--- config.mk ---
export PLATFORM = sky130hd
export DESIGN_NAME = time_set_controller
export DESIGN_NICKNAME = d
export VERILOG_FILES = /design/src/rtl/time_ctl_pkg.sv /design/src/rtl/button_edge_detector.sv /design/src/rtl/time_set_controller.sv
export SDC_FILE = /design/constraint.sdc
export NUM_CORES = 1
export LEC_CHECK = 0
export CORE_UTILIZATION = 40
export DETAILED_ROUTE_END_ITERATION = 6
export PLACE_DENSITY = 0.59
export SETUP_SLACK_MARGIN = 0.5
export SLEW_MARGIN = 40
export SYNTH_ARGS = -nofsm -noshare
export SYNTH_HDL_FRONTEND = slang
export SYNTH_SLANG_ARGS = --single-unit
--- constraint.sdc ---
create_clock -name i_clk -period 2.6 [get_ports i_clk]
set_input_delay 0.52 -clock i_clk [delete_from_list [all_inputs] [get_ports i_clk]]
set_output_delay 0.52 -clock i_clk [all_outputs]
set_load 0.01 [all_outputs]
--- src/rtl/time_ctl_pkg.sv ---
// Shared field codes and FSM state encoding for the time-set edit sequencer.
package time_ctl_pkg;

   localparam logic [1:0] FIELD_MS      = 2'd0;
   localparam logic [1:0] FIELD_SEC     = 2'd1;
   localparam logic [1:0] FIELD_MIN     = 2'd2;
   localparam logic [1:0] FIELD_HR      = 2'd3;
   localparam logic [1:0] FIELD_DEFAULT = FIELD_MIN;

   typedef enum logic [1:0] {
      ST_IDLE   = 2'd0,
      ST_EDIT   = 2'd1,
      ST_DELAY  = 2'd2,
      ST_REPEAT = 2'd3
   } state_e;

endpackage

--- src/rtl/button_edge_detector.sv ---
// Rising-edge detector for one debounced button level.
module button_edge_detector (
   input  logic i_clk,
   input  logic i_rst,
   input  logic i_level,
   output logic o_edge
);

   logic prev;

   always_ff @(posedge i_clk) begin
      if (i_rst) prev <= 1'b0;
      else       prev <= i_level;
   end

   assign o_edge = i_level & ~prev;

endmodule

--- src/rtl/time_set_controller.sv ---
// Edit-mode sequencer: field cursor, up/down strobes with auto-repeat, cursor blink
// and inactivity timeout for the ms/sec/min/hr counter chain.
module time_set_controller
   import time_ctl_pkg::*;
#(
   parameter int unsigned REPEAT_DELAY = 500,
   parameter int unsigned REPEAT_RATE  = 100,
   parameter int unsigned BLINK_HALF   = 250,
   parameter int unsigned TIMEOUT      = 10000
) (
   input  logic       i_clk,
   input  logic       i_rst,
   input  logic       i_tick,
   input  logic       i_set,
   input  logic       i_up,
   input  logic       i_down,
   input  logic       i_left,
   input  logic       i_right,
   output logic       o_edit,
   output logic [1:0] o_field,
   output logic       o_blink,
   output logic       o_ms_up,
   output logic       o_ms_down,
   output logic       o_sec_up,
   output logic       o_sec_down,
   output logic       o_min_up,
   output logic       o_min_down,
   output logic       o_hr_up,
   output logic       o_hr_down
);

   localparam int unsigned RP_MAX = (REPEAT_DELAY > REPEAT_RATE) ? REPEAT_DELAY : REPEAT_RATE;
   localparam int unsigned RP_W   = $clog2(RP_MAX + 1);
   localparam int unsigned BL_W   = $clog2(BLINK_HALF + 1);
   localparam int unsigned TO_W   = $clog2(TIMEOUT + 1);

   logic e_set, e_up, e_down, e_left, e_right, any_edge;

   button_edge_detector u_set   (.i_clk(i_clk), .i_rst(i_rst), .i_level(i_set),   .o_edge(e_set));
   button_edge_detector u_up    (.i_clk(i_clk), .i_rst(i_rst), .i_level(i_up),    .o_edge(e_up));
   button_edge_detector u_down  (.i_clk(i_clk), .i_rst(i_rst), .i_level(i_down),  .o_edge(e_down));
   button_edge_detector u_left  (.i_clk(i_clk), .i_rst(i_rst), .i_level(i_left),  .o_edge(e_left));
   button_edge_detector u_right (.i_clk(i_clk), .i_rst(i_rst), .i_level(i_right), .o_edge(e_right));

   assign any_edge = e_set | e_up | e_down | e_left | e_right;

   state_e          state_q, state_d;
   logic [1:0]      field_q, field_d;
   logic            dir_up_q, dir_up_d;
   logic [RP_W-1:0] rep_cnt_q, rep_cnt_d, rep_last;
   logic [BL_W-1:0] blink_cnt_q, blink_cnt_d;
   logic [TO_W-1:0] to_cnt_q, to_cnt_d;
   logic            blink_q, blink_d;
   logic [7:0]      strobe_q, strobe_d;
   logic            fire, move, rep_clr, held_ok, to_hit;

   always_ff @(posedge i_clk) begin
      if (i_rst) begin
         state_q     <= ST_IDLE;
         field_q     <= FIELD_DEFAULT;
         dir_up_q    <= 1'b1;
         rep_cnt_q   <= '0;
         blink_cnt_q <= '0;
         to_cnt_q    <= '0;
         blink_q     <= 1'b0;
         strobe_q    <= '0;
      end else begin
         state_q     <= state_d;
         field_q     <= field_d;
         dir_up_q    <= dir_up_d;
         rep_cnt_q   <= rep_cnt_d;
         blink_cnt_q <= blink_cnt_d;
         to_cnt_q    <= to_cnt_d;
         blink_q     <= blink_d;
         strobe_q    <= strobe_d;
      end
   end

   always_comb begin
      state_d  = state_q;
      field_d  = field_q;
      dir_up_d = dir_up_q;
      fire     = 1'b0;
      move     = 1'b0;
      rep_clr  = 1'b0;
      held_ok  = dir_up_q ? (i_up & ~i_down) : (i_down & ~i_up);
      rep_last = (state_q == ST_DELAY) ? RP_W'(REPEAT_DELAY - 1) : RP_W'(REPEAT_RATE - 1);
      to_hit   = i_tick & (state_q != ST_IDLE) & ~any_edge & (to_cnt_q == TO_W'(TIMEOUT - 1));
      case (state_q)
         ST_IDLE: begin
            if (e_set) begin
               state_d = ST_EDIT;
               field_d = FIELD_DEFAULT;
            end
         end
         ST_EDIT: begin
            if (e_set || to_hit) begin
               state_d = ST_IDLE;
            end else begin
               if (e_left ^ e_right) begin
                  move    = 1'b1;
                  field_d = e_left ? field_q + 2'd1 : field_q - 2'd1;
               end
               if (e_up ^ e_down) begin
                  fire     = 1'b1;
                  dir_up_d = e_up;
                  rep_clr  = 1'b1;
                  state_d  = ST_DELAY;
               end
            end
         end
         ST_DELAY, ST_REPEAT: begin
            if (e_set || to_hit) begin
               state_d = ST_IDLE;
            end else if (!held_ok) begin
               state_d = ST_EDIT;
            end else if (i_tick && (rep_cnt_q == rep_last)) begin
               fire    = 1'b1;
               rep_clr = 1'b1;
               state_d = ST_REPEAT;
            end
         end
         default: state_d = ST_IDLE;
      endcase

      rep_cnt_d = rep_cnt_q;
      if (rep_clr)
         rep_cnt_d = '0;
      else if (i_tick && (state_q == ST_DELAY || state_q == ST_REPEAT) && rep_cnt_q < RP_W'(RP_MAX))
         rep_cnt_d = rep_cnt_q + RP_W'(1);

      // strobes count as activity so a held auto-repeat never times out
      to_cnt_d = to_cnt_q;
      if (any_edge || fire)
         to_cnt_d = '0;
      else if (i_tick && state_q != ST_IDLE && to_cnt_q < TO_W'(TIMEOUT))
         to_cnt_d = to_cnt_q + TO_W'(1);
   end

   always_comb begin
      strobe_d = '0;
      if (fire) strobe_d[{field_d, ~dir_up_d}] = 1'b1;

      blink_d     = blink_q;
      blink_cnt_d = blink_cnt_q;
      if (state_d == ST_IDLE) begin
         blink_d     = 1'b0;
         blink_cnt_d = '0;
      end else if (state_q == ST_IDLE || fire || move) begin
         blink_d     = 1'b1;
         blink_cnt_d = '0;
      end else if (i_tick) begin
         if (blink_cnt_q == BL_W'(BLINK_HALF - 1)) begin
            blink_d     = ~blink_q;
            blink_cnt_d = '0;
         end else if (blink_cnt_q < BL_W'(BLINK_HALF)) begin
            blink_cnt_d = blink_cnt_q + BL_W'(1);
         end
      end
   end

   assign o_edit     = (state_q != ST_IDLE);
   assign o_field    = field_q;
   assign o_blink    = blink_q;
   assign o_ms_up    = strobe_q[{FIELD_MS,  1'b0}];
   assign o_ms_down  = strobe_q[{FIELD_MS,  1'b1}];
   assign o_sec_up   = strobe_q[{FIELD_SEC, 1'b0}];
   assign o_sec_down = strobe_q[{FIELD_SEC, 1'b1}];
   assign o_min_up   = strobe_q[{FIELD_MIN, 1'b0}];
   assign o_min_down = strobe_q[{FIELD_MIN, 1'b1}];
   assign o_hr_up    = strobe_q[{FIELD_HR,  1'b0}];
   assign o_hr_down  = strobe_q[{FIELD_HR,  1'b1}];

endmodule

# Word level (Yosys, flattened, before mapping)
# Index checks and enable logic that the tools add are counted.
# totals
reg_bits,50
latch_bits,0
ram_bits,0
rom_bits,0
out_inout_bits,12
wordCells,114
n_memories,0
input_bits,8
# op_classes
muxes,33
shift,0
bitwise_logic,27
n_lt_le_gt_ge,5
addsub,5
n_mul,0
n_reduce_logical,25
n_eq_ne,6
n_div,0
# op_table
operator,count
two-way mux 2 bit,10
two-way mux 1 bit,16
two-way mux 8 bit,2
adder 14 x 1 -> 14 bit (second input constant),1
equality test 14 bit (second input constant),1
< comparator 14 bit (second input constant),1
NOT 1 bit,11
AND 1 bit,10
OR reduction 2 bit,5
adder 9 x 1 -> 9 bit (second input constant),1
equality test 9 bit,1
< comparator 9 bit (second input constant),1
two-way mux 9 bit,1
adder 8 x 1 -> 8 bit (second input constant),1
equality test 8 bit (second input constant),1
< comparator 8 bit (second input constant),1
nonzero test 2 bit,4
logical AND 1 bit,6
case mux 2 bit (3 select lines),1
logical OR 1 bit,5
equality test 2 bit (second input constant),2
zero test 2 bit,2
< comparator 3 x 4 -> 1 bit (second input constant),1
bitwise OR 1 bit,4
other kinds (10),12

# Depth between registers and ports, before layout
# Gate-level depths: netlist (run 1).
# depth
word_depth,17
mapped_depth,8
mapped_depth_nobuf,7

# Cells and area by module
# A second synthesis (run 1) with hierarchy kept.
# hier_totals
cells_unflattened,292
hier_area_um2,2685.1
# by_module_without_submodules
mod,n_inst,cells_each,seq_area_each_um2,area_per_inst_um2
time_set_controller,1,277,900.9,2447.3
button_edge_detector,5,3,20.0,47.5

# Worst setup path before layout (run 1)
# OpenSTA, ideal clock, no wires.
# synth_path
path_type,input-to-reg
start,in i_up
end,reg to_cnt_q[10]
setup_time_ns,0.064
t_arrival_ns,1.982
required_time_ns,2.536
path_stages,6
n_path_buf,1
slack_ns,0.554
cell_sequence,and2b_1 > or4_1 > nor3_2 > o21ai_1 > buf_2 > nor2_1
# synth_via
elab_chain_len,13
elab_cells_between_ends,21
classes_between,mux: 6; bitwise: 12; reduce/logical: 3
# synth_lines
element,line,text
from (decl),time_set_controller.sv:15,"input logic i_up,"
AND 1 bit,button_edge_detector.sv:16,assign o_edge = i_level & ~prev;
bitwise OR 1 bit (4 in a row),time_set_controller.sv:45,assign any_edge = e_set | e_up | e_down | e_left | e_right;
NOT 1 bit,time_set_controller.sv:88,to_hit = i_tick & (state_q != ST_IDLE) & ~any_edge & (to_cnt_q == TO_W'(TIMEOUT - 1));
AND 1 bit (2 in a row),time_set_controller.sv:88,
logical OR 1 bit,"time_set_controller.sv:97, time_set_controller.sv:113",
"two-way mux 1 bit, on equally long branches","time_set_controller.sv:113, time_set_controller.sv:97",
case mux 1 bit (2 select lines),time_set_controller.sv:89,case (state_q)
logical OR 1 bit (*),time_set_controller.sv:134,if (any_edge || fire)
OR reduction 2 bit (no line) (*),n/a,
to (signal assigned),time_set_controller.sv:73,to_cnt_q <= to_cnt_d;
to (decl),time_set_controller.sv:52,"logic [TO_W-1:0] to_cnt_q, to_cnt_d;"
# Mark *: on every way between the ends. The rest lies on a longest branch, timed or not.
# A chain may end at the register's enable or synchronous reset.

# Worst setup path after layout (run 1)
# layout_path
start,in i_down
end,reg rep_cnt_q[8]
# layout_via
elab_chain_len,11
elab_cells_between_ends,19
classes_between,mux: 6; bitwise: 11; reduce/logical: 2
# layout_lines
element,line,text
from (decl),time_set_controller.sv:16,"input logic i_down,"
AND 1 bit,button_edge_detector.sv:16,
bitwise OR 1 bit (3 in a row),time_set_controller.sv:45,
NOT 1 bit,time_set_controller.sv:88,
AND 1 bit (2 in a row),time_set_controller.sv:88,
logical OR 1 bit,"time_set_controller.sv:97, time_set_controller.sv:113",
"two-way mux 1 bit, on equally long branches","time_set_controller.sv:113, time_set_controller.sv:97",
case mux 1 bit (2 select lines) (*),time_set_controller.sv:89,
OR reduction 2 bit (no line) (*),n/a,
to (signal assigned),time_set_controller.sv:71,rep_cnt_q <= rep_cnt_d;
to (decl),time_set_controller.sv:50,"logic [RP_W-1:0] rep_cnt_q, rep_cnt_d, rep_last;"
# Marked as above.

==> results_tabular.tex, run 1 <==
\begin{tabular}{lr}
\hline
Metric & Value \\
\hline
\multicolumn{2}{l}{\textbf{Status}} \\
Outcome & completed \\
\multicolumn{2}{l}{\textbf{Setup path}} \\
Required time of the critical path & 2.84 ns \\
FF-to-FF End & rep\_cnt\_q[8] \\
Termination of the worst setup path & rep\_cnt\_q[8] \\
Worst setup path category & input port to flip-flop \\
Register-to-Register Setup Slack & 0.58 ns \\
Chain of cells forming the critical path & clkdlybuf4s15\_1 -> nor2b\_4 -> or4\_4 -> nor3\_4 -> buf\_6 -> o31ai\_4 -> clkbuf\_16 -> nor2\_1 \\
Slowest Stage Delay on Critical Path & 0.54 ns \\
Arrival time reported for the critical path endpoint & 2.28 ns \\
Logic depth of the worst path, buffers included & 8 \\
Launching instance or port of the critical path & i\_down \\
Combined buffer and inverter count along the critical path & 3 \\
Maximum fanout along the worst path & 5 \\
Critical Path Sink Type & flip-flop \\
Cell with the largest stage delay on the worst path & sky130\_fd\_sc\_hd\_\_or4\_4 \\
Worst Setup Start Kind & input port \\
Source of the worst register-to-register timing path & u\_up.prev \\
Path depth of the worst reg2reg path & 7 \\
Crit-path leading delay family & simple AND/OR/NAND/NOR gates \\
\multicolumn{2}{l}{\textbf{Power}} \\
Leakage & 1.08 nW \\
Cell area power density & 468 nW/um2 \\
Total power of the final layout & 1.38 mW \\
Worst VDD drop & 0.233 mV \\
\multicolumn{2}{l}{\textbf{Worst hold path}} \\
Hold crit path type & input port to flip-flop \\
\multicolumn{2}{l}{\textbf{GRT}} \\
Aggregate global-route resource usage & 0.165 \\
Overall overflow remaining after global route & 0 \\
Number of antenna violations at the first check in global routing & 0 \\
Via count of the first global-routing pass & between 1500 and 2000 \\
Largest net degree at the start of global routing & 17 \\
First-pass GRT wire length & approximately 8.2 mm \\
\multicolumn{2}{l}{\textbf{Placed design}} \\
Half-perimeter wire length of the detailed placement result & 3.27 mm \\
Number of placed instances with taps included & between 300 and 400 \\
Count of port buffers added during placement & 19 \\
Post-detailed-placement cell area & 2660 um2 \\
Routability cong. & 0.791 \\
\multicolumn{2}{l}{\textbf{Yosys}} \\
Number of standard cells after synthesis & 274 \\
Synth Net Count & 286 \\
Area share of the leading cell type in the synthesized netlist & 0.431 \\
Number of distinct library cell variants in the gate-level netlist after synthesis & 44 \\
Post-synthesis sequential area ratio & 0.431 \\
Flops \& latches, synth & 50 \\
Most area-hungry cell type in the Yosys netlist & sky130\_fd\_sc\_hd\_\_dfxtp\_1 \\
Mean instance size in the synthesized netlist & about 8.5 um2 \\
Mapped cell area & around 2300 um2 \\
Yosys warning count & 0 \\
Post-synth EDFFs & 0 \\
Async SR Flop Fraction & 0 \\
Most instantiated flip-flop cell in the synthesis netlist & sky130\_fd\_sc\_hd\_\_dfxtp\_1 \\
Cell types with the largest area share after synthesis & sky130\_fd\_sc\_hd\_\_dfxtp\_1 43\%, sky130\_fd\_sc\_hd\_\_nor2\_1 7.3\%, sky130\_fd\_sc\_hd\_\_xor2\_1 5.3\% \\
\multicolumn{2}{l}{\textbf{Timing}} \\
Final number of hold-violating endpoints & 0 \\
Setup violators final & 0 \\
Fin Clk Skew & 0.00801 ns \\
Highest attainable clock frequency & 489 MHz \\
Unrepaired setup endpoints after global routing & no \\
Post-route clock period utilization & 0.786 \\
Final-report max-slew violation count & 0 \\
Fin Hold WS & roughly 0.48 ns \\
Rel. slew slack & 0.738 \\
Actual transition at the worst max-transition pin & 0.390 ns \\
Final critical delay including setup and external delays & between 2 and 2.5 ns \\
\multicolumn{2}{l}{\textbf{Routing}} \\
Number of DRC markers after the initial detailed-route iteration & 90 \\
Mean routed wirelength per cell & 12.6 um \\
Routed via count divided by cell count & 5.17 \\
Remaining number of nets flagged by the antenna check after routing & 0 \\
Drt pass-1 iters & 4 \\
Count of vias placed by the detailed router & 1964 \\
Wirelength, routed & 4.79 mm \\
Drt drc & 0 \\
\multicolumn{2}{l}{\textbf{Finish}} \\
Final design area excluding fillers & 2950 um2 \\
Antenna Cells & 0 \\
Final \#Nets & 319 \\
P\&R area growth vs syn & 27.0\% \\
Fraction of layout instances using a drive strength above 1 & 0.153 \\
Number of filler instances in the final layout & 524 \\
Final std cells w/o fill & 380 \\
\multicolumn{2}{l}{\textbf{Die}} \\
DIE WIDTH & 78.2 um \\
Total die area & 6120 um2 \\
Chip height & about 78 um \\
Initial core utilization & 0.419 \\
Core region area & approximately 5500 um2 \\
Number of placement rows & 27 \\
I/O pin count & 20 \\
\multicolumn{2}{l}{\textbf{Clock tree}} \\
CTS root buf & sky130\_fd\_sc\_hd\_\_clkbuf\_8 \\
Number of CTS-inserted buffers & 5 \\
Clock tree from TritonCTS & yes \\
Total of hold buffers inserted after clock tree synthesis & 0 \\
H-tree depth reported by CTS & 2 \\
Buffers from clock root to sink, at most & 2 \\
Clk Latency, worst-skew pair & 0.30 ns \\
Number of clock sinks seen by CTS & 50 \\
Register clock-pin slew on the reported worst setup and hold paths & about 0.090 ns \\
\multicolumn{2}{l}{\textbf{Job}} \\
Number of max-cap violations & 0 \\
\hline
\end{tabular}
## cell type report
class,instances,area (um2),share of cell area
clock buffer,5,68.8,0.0233
clock inverter,3,18.8,0.00636
inverter,9,33.8,0.0114
multi-input combinational,208,1390,0.470
sequential,50,1010,0.341
tap,72,90.1,0.0305
timing repair buffer,33,348,0.118
## stage by stage
step                      utilization  setup WS (ns)  TNS (ns)
final                           0.533          0.555         0
after global placement          0.479        -0.0948     -1.01
after detailed placement        0.479         -0.123     -2.21
after CTS                       0.507          0.436         0
after floorplan                     -          0.554         0
after global routing            0.533          0.502         0
## kinds of logic (layout without fill, tap and decap cells)
| group | count (synthesis) | after routing | synth area share |
|---|---|---|---|
| and+or+nand+nor | 137 | 137 | 0.290 |
| AOI/OAI and AO/OA | 36 | 36 | 0.110 |
| xor gates and xnor gates | 26 | 26 | 0.0980 |
| buffers and inverters | 16 | 50 | 0.0269 |
| muxes | 5 | 5 | 0.0221 |
| adders and majority gates | 4 | 4 | 0.0215 |
| DFF | 50 | 50 | 0.431 |
## cells in the final DEF (no fill, tap or decap), drive strengths merged, types with 3 or more instances in the layout
| cell type | count |
|---|---|
| nand3 | 18 |
| dfxtp | 50 |
| inv | 10 |
| a31oi | 5 |
| clkdlybuf4s50 | 14 |
| dlymetal6s2s | 3 |
| xor2 | 14 |
| and2 | 3 |
| xnor2 | 12 |
| ha | 4 |
| nand4 | 5 |
| a21oi | 6 |
| and3 | 7 |
| o21ai | 8 |
| nand2 | 21 |
| nand2b | 4 |
| clkbuf | 7 |
| nor2 | 45 |
| mux2i | 4 |
| a311oi | 3 |
| nor2b | 11 |
| nor3 | 15 |
| buf | 13 |
## power by group
group          switching [mW]  internal, mW
clock network           0.258         0.190
logic                  0.0774        0.0719
registers             0.00900         0.774
## worst min-delay path by stage
stage	from	to	slack, ns	depth (start not counted)
floorplan	to_cnt_q[13]	to_cnt_q[13]	0.45	2
global placement	to_cnt_q[13]	to_cnt_q[13]	0.48	2
detailed placement	to_cnt_q[13]	to_cnt_q[13]	0.49	2
CTS	to_cnt_q[13]	to_cnt_q[13]	0.51	2
global route	i_up	u_up.prev	0.48	2
finish	i_left	u_left.prev	0.48	2
## worst register-to-register path, stage by stage (launching register included)
cell	delay [ns]
sky130_fd_sc_hd__dfxtp_1	0.31
sky130_fd_sc_hd__and2b_2	0.23
sky130_fd_sc_hd__or4_4	0.57
sky130_fd_sc_hd__nor3_4	0.34
sky130_fd_sc_hd__buf_6	0.16
sky130_fd_sc_hd__o31ai_4	0.09
sky130_fd_sc_hd__clkbuf_16	0.17
sky130_fd_sc_hd__nor2_1	0.09
## cell usage after synthesis (all sizes together) (2+ instances only)
library cell,number
and3,7
nand2,21
nor3,15
o31ai,2
mux2i,4
o21ai,8
a211oi,2
nor2b,11
dfxtp,50
and2,3
o22ai,2
a21oi,6
xor2,14
a311oi,3
a31oi,5
buf,2
or4,2
clkbuf,5
ha,4
inv,9
nor2,45
xnor2,12
nand3,18
nand2b,4
nor4,2
nand4,5
## flip-flops by register name, indices dropped and copies added (netlist names)
signal,flops
u_down.prev,1
dir_up_q,1
u_right.prev,1
u_set.prev,1
state_q,2
u_left.prev,1
strobe_q,8
u_up.prev,1
to_cnt_q,14
rep_cnt_q,9
blink_cnt_q,8
o_field,2
o_blink,1
## metal layers
| layer | wire, um | global-route usage | part of all wire | vias to the layer above |
|---|---|---|---|---|
| li1 | - | - | - | 1017 |
| met1 | 2370 | 0.215 | 0.50 | 910 |
| met2 | 2220 | 0.276 | 0.46 | 32 |
| met3 | 164 | 0.0337 | 0.034 | 5 |
| met4 | 31 | 0.0444 | 0.0065 | 0 |
| met5 | 0 | 0 | 0 | - |
## what timing repair did
item,CTS,global route
cloned,0,1
setup endpoints to repair,43,43
setup buffers,2,2
gates resized for setup,13,27
pin swaps,6,11
Power figures use the tool's default switching activity.
==> run 2, diff against run 1 <==
PLACE_DENSITY = 0.61   (was 0.59)
clock period = 1.7 ns   (was 2.6 ns; I/O delays follow)
==> run 2 against run 1 <==
Effect of this change: the run now ends with setup timing left; cell count up 16%; combinational power up 110%; clock power increased by 130%; clock skew is 0.0031 ns higher; sequential power is 52% higher; sequential cell count did not move; die area stayed put; sequential share of layout area is 5.4 points lower; worst setup slack lost 0.62 ns; global-route usage increased by 3.2 points; clock-buffer cell count is 1 higher; critical endpoint is now blink_cnt_q[2]; largest cell class unchanged; largest power group unchanged.
==> results_tabular.tex, run 2 (same netlist as run 1, synthesis figures left out) <==
\begin{tabular}{lr}
\hline
Metric & Value \\
\hline
\multicolumn{2}{l}{\textbf{Status}} \\
Violated checks & setup timing \\
Outcome & finished with violations (was completed) \\
\multicolumn{2}{l}{\textbf{Job}} \\
Number of max-cap violations & 0 (unchanged) \\
\multicolumn{2}{l}{\textbf{Finish}} \\
Register containing the most flip-flops in the final layout & to\_cnt\_q (unchanged) \\
Most common cell after layout, fill and taps aside & sky130\_fd\_sc\_hd\_\_buf\_4 (was sky130\_fd\_sc\_hd\_\_dfxtp\_1) \\
Biggest registers after layout & to\_cnt\_q: 14 flops, rep\_cnt\_q: 9 flops (unchanged) \\
Final std cells w/o fill & 439 (was 380) \\
Number of filler instances in the final layout & 480 (was 524) \\
Number of flip-flops in the largest register & 14 (unchanged) \\
Final \#Nets & 378 (was 319) \\
Antenna Cells & 0 (unchanged) \\
P\&R area growth vs syn & 53.4\% (was 27.0\%) \\
Fraction of layout instances using a drive strength above 1 & 0.403 (was 0.153) \\
Final core occ & 0.643 (was 0.533) \\
Most frequent cells in the layout & 61 x sky130\_fd\_sc\_hd\_\_buf\_4, 42 x sky130\_fd\_sc\_hd\_\_nor2\_1, 38 x sky130\_fd\_sc\_hd\_\_dfxtp\_1, 19 x sky130\_fd\_sc\_hd\_\_nand2\_1, 16 x sky130\_fd\_sc\_hd\_\_nand3\_1 (was 48 x sky130\_fd\_sc\_hd\_\_dfxtp\_1, 44 x sky130\_fd\_sc\_hd\_\_nor2\_1, 21 x sky130\_fd\_sc\_hd\_\_nand2\_1, 18 x sky130\_fd\_sc\_hd\_\_nand3\_1) \\
\multicolumn{2}{l}{\textbf{GRT}} \\
Aggregate global-route resource usage & 0.197 (was 0.165) \\
Via count of the first global-routing pass & 2198 (was 1889) \\
Overall overflow remaining after global route & 0 (unchanged) \\
First-pass GRT wire length & 9.54 mm (was 8.19 mm) \\
Largest net degree at the start of global routing & 16 (was 17) \\
Number of antenna violations at the first check in global routing & 0 (unchanged) \\
\multicolumn{2}{l}{\textbf{Placed design}} \\
Count of port buffers added during placement & 19 (unchanged) \\
Half-perimeter wire length of the detailed placement result & 3.92 mm (was 3.27 mm) \\
Post-placement worst setup slack & -0.685 ns (was -0.123 ns) \\
Number of placed instances with taps included & 424 (was 367) \\
Routability cong. & 0.832 (was 0.791) \\
\multicolumn{2}{l}{\textbf{Setup path}} \\
Worst setup path category & flip-flop to flip-flop (was input port to flip-flop) \\
Arrival time reported for the critical path endpoint & 1.96 ns (was 2.28 ns) \\
Required time of the critical path & 1.89 ns (was 2.84 ns) \\
Path depth of the worst reg2reg path & 6 (was 7) \\
FF-to-FF End & blink\_cnt\_q[2] (was rep\_cnt\_q[8]) \\
Logic depth of the worst path, buffers included & 6 (was 8) \\
Chain of cells forming the critical path & and2b\_1 -> or4\_4 -> nor3\_4 -> nor4\_2 -> nand4\_1 -> a21oi\_1 (was clkdlybuf4s15\_1 -> nor2b\_4 -> or4\_4 -> nor3\_4 -> buf\_6 -> o31ai\_4 -> clkbuf\_16 -> nor2\_1) \\
Source of the worst register-to-register timing path & u\_up.prev (unchanged) \\
Combined buffer and inverter count along the critical path & 0 (was 3) \\
Termination of the worst setup path & blink\_cnt\_q[2] (was rep\_cnt\_q[8]) \\
Slowest Stage Delay on Critical Path & 0.52 ns (was 0.54 ns) \\
Cell with the largest stage delay on the worst path & sky130\_fd\_sc\_hd\_\_or4\_4 (unchanged) \\
Register-to-Register Setup Slack & -0.07 ns (was 0.58 ns) \\
Critical Path Sink Type & flip-flop (unchanged) \\
Maximum fanout along the worst path & 5 (unchanged) \\
Crit-path leading delay family & simple AND/OR/NAND/NOR gates (unchanged) \\
Launching instance or port of the critical path & u\_up.prev (was i\_down) \\
Worst Setup Start Kind & flip-flop (was input port) \\
\multicolumn{2}{l}{\textbf{Clock tree}} \\
Number of clock sinks seen by CTS & 50 (unchanged) \\
Number of CTS-inserted buffers & 5 (unchanged) \\
Clk Latency, worst-skew pair & 0.30 ns (about the same) \\
CTS root buf & sky130\_fd\_sc\_hd\_\_clkbuf\_8 (unchanged) \\
H-tree depth reported by CTS & 2 (unchanged) \\
Register clock-pin slew on the reported worst setup and hold paths & 0.09 ns (about the same) \\
Clock tree from TritonCTS & yes (unchanged) \\
Buffers from clock root to sink, at most & 2 (unchanged) \\
\multicolumn{2}{l}{\textbf{Timing}} \\
Final number of hold-violating endpoints & 0 (unchanged) \\
Highest attainable clock frequency & roughly 570 MHz \\
Setup slack of the critical path after layout & -0.0660 ns (was 0.555 ns) \\
Fin Clk Skew & 0.0111 ns (was 0.00801 ns) \\
Final critical delay including setup and external delays & 1.77 ns \\
Setup violators final & 39 (was 0) \\
Actual transition at the worst max-transition pin & 0.447 ns (was 0.390 ns) \\
Post-route clock period utilization & 1.04 \\
Rel. slew slack & 0.702 (was 0.738) \\
Setup TNS & -1.37 ns (was 0 ns) \\
Final-report max-slew violation count & 0 (unchanged) \\
Unrepaired setup endpoints after global routing & yes (was no) \\
\multicolumn{2}{l}{\textbf{Power}} \\
Worst VDD drop & 0.432 mV (was 0.233 mV) \\
Leakage & 1.43 nW (was 1.08 nW) \\
Total power of the final layout & 2.53 mW (was 1.38 mW) \\
Cell area power density & 709 nW/um2 (was 468 nW/um2) \\
\multicolumn{2}{l}{\textbf{Routing}} \\
Count of vias placed by the detailed router & 2211 (was 1964) \\
Wirelength, routed & 5.56 mm (was 4.79 mm) \\
Mean routed wirelength per cell & 12.7 um (was 12.6 um) \\
Number of DRC markers after the initial detailed-route iteration & 92 (was 90) \\
Drt drc & 0 (unchanged) \\
Drt pass-1 iters & 4 (unchanged) \\
Routed via count divided by cell count & 5.04 (was 5.17) \\
Remaining number of nets flagged by the antenna check after routing & 0 (unchanged) \\
\multicolumn{2}{l}{\textbf{Die}} \\
I/O pin count & 20 (unchanged) \\
Chip height & 78.2 um (unchanged) \\
Number of placement rows & 27 (unchanged) \\
Total die area & 6120 um2 (unchanged) \\
DIE WIDTH & 78.2 um (unchanged) \\
Initial core utilization & 0.419 (unchanged) \\
Core region area & 5540 um2 (unchanged) \\
\multicolumn{2}{l}{\textbf{Worst hold path}} \\
Worst Min Path Start & i\_right (was i\_left) \\
Hold crit path type & input port to flip-flop (unchanged) \\
\hline
\end{tabular}
==> run 2: worst min path at each step <==
| stage | depth (start not counted) | end | slack, ns |
|---|---|---|---|
| detailed placement | 2 | to_cnt_q[13] | 0.49 |
| global placement | 2 | to_cnt_q[13] | 0.48 |
| global route | 2 | u_right.prev | 0.40 |
| floorplan | 2 | to_cnt_q[13] | 0.45 |
| finish | 2 | u_right.prev | 0.40 |
| CTS | 2 | u_right.prev | 0.39 |
==> run 2: routing by layer <==
metal	track usage	routed length (um)
met1	0.242	2580
met2	0.322	2570
met3	0.0372	177
met4	0.111	229
met5	0	0
==> run 2: report_power, final <==
group	switching, mW	leakage, nW	internal, mW
registers	0.00956	0.410	1.18
clock network	0.394	0.0714	0.627
logic	0.156	0.946	0.160
total	0.559	1.43	1.97
==> run 2: area by class of cell <==
cell class | instances | area (um2) | area share
clock buffer | 6 | 82.6 | 0.0232
clock inverter | 2 | 60.1 | 0.0168
inverter | 9 | 33.8 | 0.00948
multi-input combinational | 208 | 1550 | 0.435
sequential | 50 | 1020 | 0.287
tap | 72 | 90.1 | 0.0253
timing repair buffer | 92 | 726 | 0.204
==> run 2: stage by stage <==
stage	hold WS, ns	area, um2
floorplan	0.452	2420
global placement	0.475	3170
detailed placement	0.488	3170
CTS	0.393	3570
global route	0.399	3560
finish	0.399	3560
==> run 2: timing repair <==
| action | in CTS | in global routing |
|---|---|---|
| endpoints found under the setup margin | 57 | 55 |
| resized for setup | 94 | 15 |
| hold buffers | 0 | 0 |
| buffers inserted | 6 | 1 |
| cloned | 0 | 0 |
| pin swaps | 36 | 5 |
==> variant (flow settings as in run 1) <==
Change the parameter `TIMEOUT` from 10000 to 40000.
--- a/src/rtl/time_set_controller.sv
+++ b/src/rtl/time_set_controller.sv
@@ -8,3 +8,3 @@
    parameter int unsigned BLINK_HALF   = 250,
-   parameter int unsigned TIMEOUT      = 10000
+   parameter int unsigned TIMEOUT      = 40000
 ) (
Check against the original RTL: no difference found for any inputs over 10 cycles, from zero or initial values and one cycle with i_rst high; that may be too few to reach the edited logic, so the function may still have changed.
==> variant against run 1 <==
- the run now ends with DRC left
- die area up 17%
- sequential cell count increased by 2
- area after synthesis increased by 17%
- power up 4.3%
- cell area up 10%
- highest routed layer unchanged
- clock power is 5.4% higher
- routed wire length up 20%
- count of clock-buffer cells in the layout rose by 3
- largest power group unchanged
- setup slack worse by 0.052 ns
==> variant: results (changes against run 1) <==
Routing
  • Total Wirelength: 5.765 mm (+20%)
  • DR pass1 iterations: 6 (+2)
  • Metal-1 WL: 3.023 mm (+28%)
  • DRC: 8 (+8)
  • Highest metal used: met4
  • Met2 wire len: 2.527 mm (+14%)
  • DR iter-0 viols: 101 (+12%)
  • Metal3 WL: 178 µm (+8.5%)
  • Vias per cell: 5.488 (+6.2%)

Global route
  • Met3 usage: 3.540% (+0.17 points)
  • Maximum number of pins on one net before global-route repair: 15 (-2)
  • Met2 usage: 26.98% (-0.65 points)
  • First-pass GRT wire length: 10.07 mm (+23%)
  • Initial antenna violation count: 0 (unchanged)
  • GRT Util Overall: 17.41% (+0.91 points)
  • Vias in the first global route: 2131 (+13%)
  • Met1 GRT Util: 24.68% (+3.2 points)

Yosys
  • Largest cells by area after synthesis: dfxtp_1, xnor2_1, nor3_2
  • Synth Area in XOR/XNOR: 8.360% (-1.4 points)
  • Gate Count Post-Synth: 303 (+11%)
  • Adder-cell area share of the yosys netlist: 1.837% (-0.32 points)
  • Syn Nets: 315 (+10%)
  • Most frequent cells after synthesis: dfxtp_1, nor3_1, xnor2_1, nor2_1
  • Mux cell area share after synthesis: 1.883% (-0.32 points)
  • Synth Area in Compound Gates: 13.92% (+2.9 points)
  • Netlist cell types: 52 (+18%)
  • Seq/Total Area, Yosys: 38.22% (-4.9 points)

Status
  • Outcome: finished with violations
  • Failing checks: DRC

Timing
  • Hold Slack: 0.4552 ns (-0.02365 ns)
  • Clk_skew: 0.004995 ns (-0.003011 ns)
  • Slew @ Worst Pin: 0.4771 ns (+0.08743 ns)

Placed design
  • GPL Wtd Cong: 0.8066 (+1.9%)
  • Post-DP HPWL: 4.066 mm (+24%)
  • Post-Place Cells: 403 (+9.8%)

Pwr
  • Clock Power Share: 32.8% (+0.3 points)
  • Max IR drop VDD: 243.1 µV (+4.4%)
  • Comb group: 0.155 mW (+4%)
  • P_leak: 1.068 nW (-0.69%)
  • Power Internal: 1.092 mW (+5.4%)

Worst setup path
  • FF-to-FF End: strobe_q[2]
  • Largest stage delay on the critical path: 0.56 ns (+0.02 ns)
  • Worst reg2reg path depth: 6 (-1)
  • Worst setup path start: to_cnt_q[14]
  • Max FO, Critical Path: 6 (+1)
  • Critical path's slowest cell: or4bb_4
  • Reg2Reg Setup Slack: 0.50 ns (-0.08 ns)
  • FF-to-FF Start: to_cnt_q[14]

Finish
  • # diodes: 0 (unchanged)
  • Post-route insts no fill: 414 (+8.9%)
  • Final #Nets: 348 (+9.1%)
  • Biggest regs: to_cnt_q (16), rep_cnt_q (9)
  • Layout cells sized above 1: 23.44% (+8.2 points)

Hold path
  • Hold WC Path Type: in2reg

Clock network
  • # resized after CTS: 26 (+13)
-- variant: final cells by class --
class	count	area, µm²
sequential	52	1051
clock buffer	8	90.09
timing repair buffer	42	355.3
fill	613	3204
tap	77	96.34
inverter	8	30.03
multi-input combinational	227	1632
-- variant: worst max path at each step --
stage / endpoint / slack [ns]
finish: strobe_q[2] / 0.50
global route: strobe_q[2] / 0.45
CTS: strobe_q[2] / 0.44
detailed placement: strobe_q[2] / -0.20
global placement: strobe_q[0] / -0.18
floorplan: rep_cnt_q[4] / 0.32
-- variant: metrics by stage --
| step | setup TNS (ns) | area, µm² | total power, mW | worst slack (ns) |
|---|---|---|---|---|
| floorplan | 0 | 2741 | 0.9219 | 0.3198 |
| global placement | -4.801 | 3094 | 0.9805 | -0.1752 |
| detailed placement | -5.748 | 3094 | 0.9804 | -0.2014 |
| CTS | 0 | 3218 | 1.459 | 0.4375 |
| global route | 0 | 3254 | 1.501 | 0.4516 |
| finish | 0 | 3254 | 1.439 | 0.5030 |
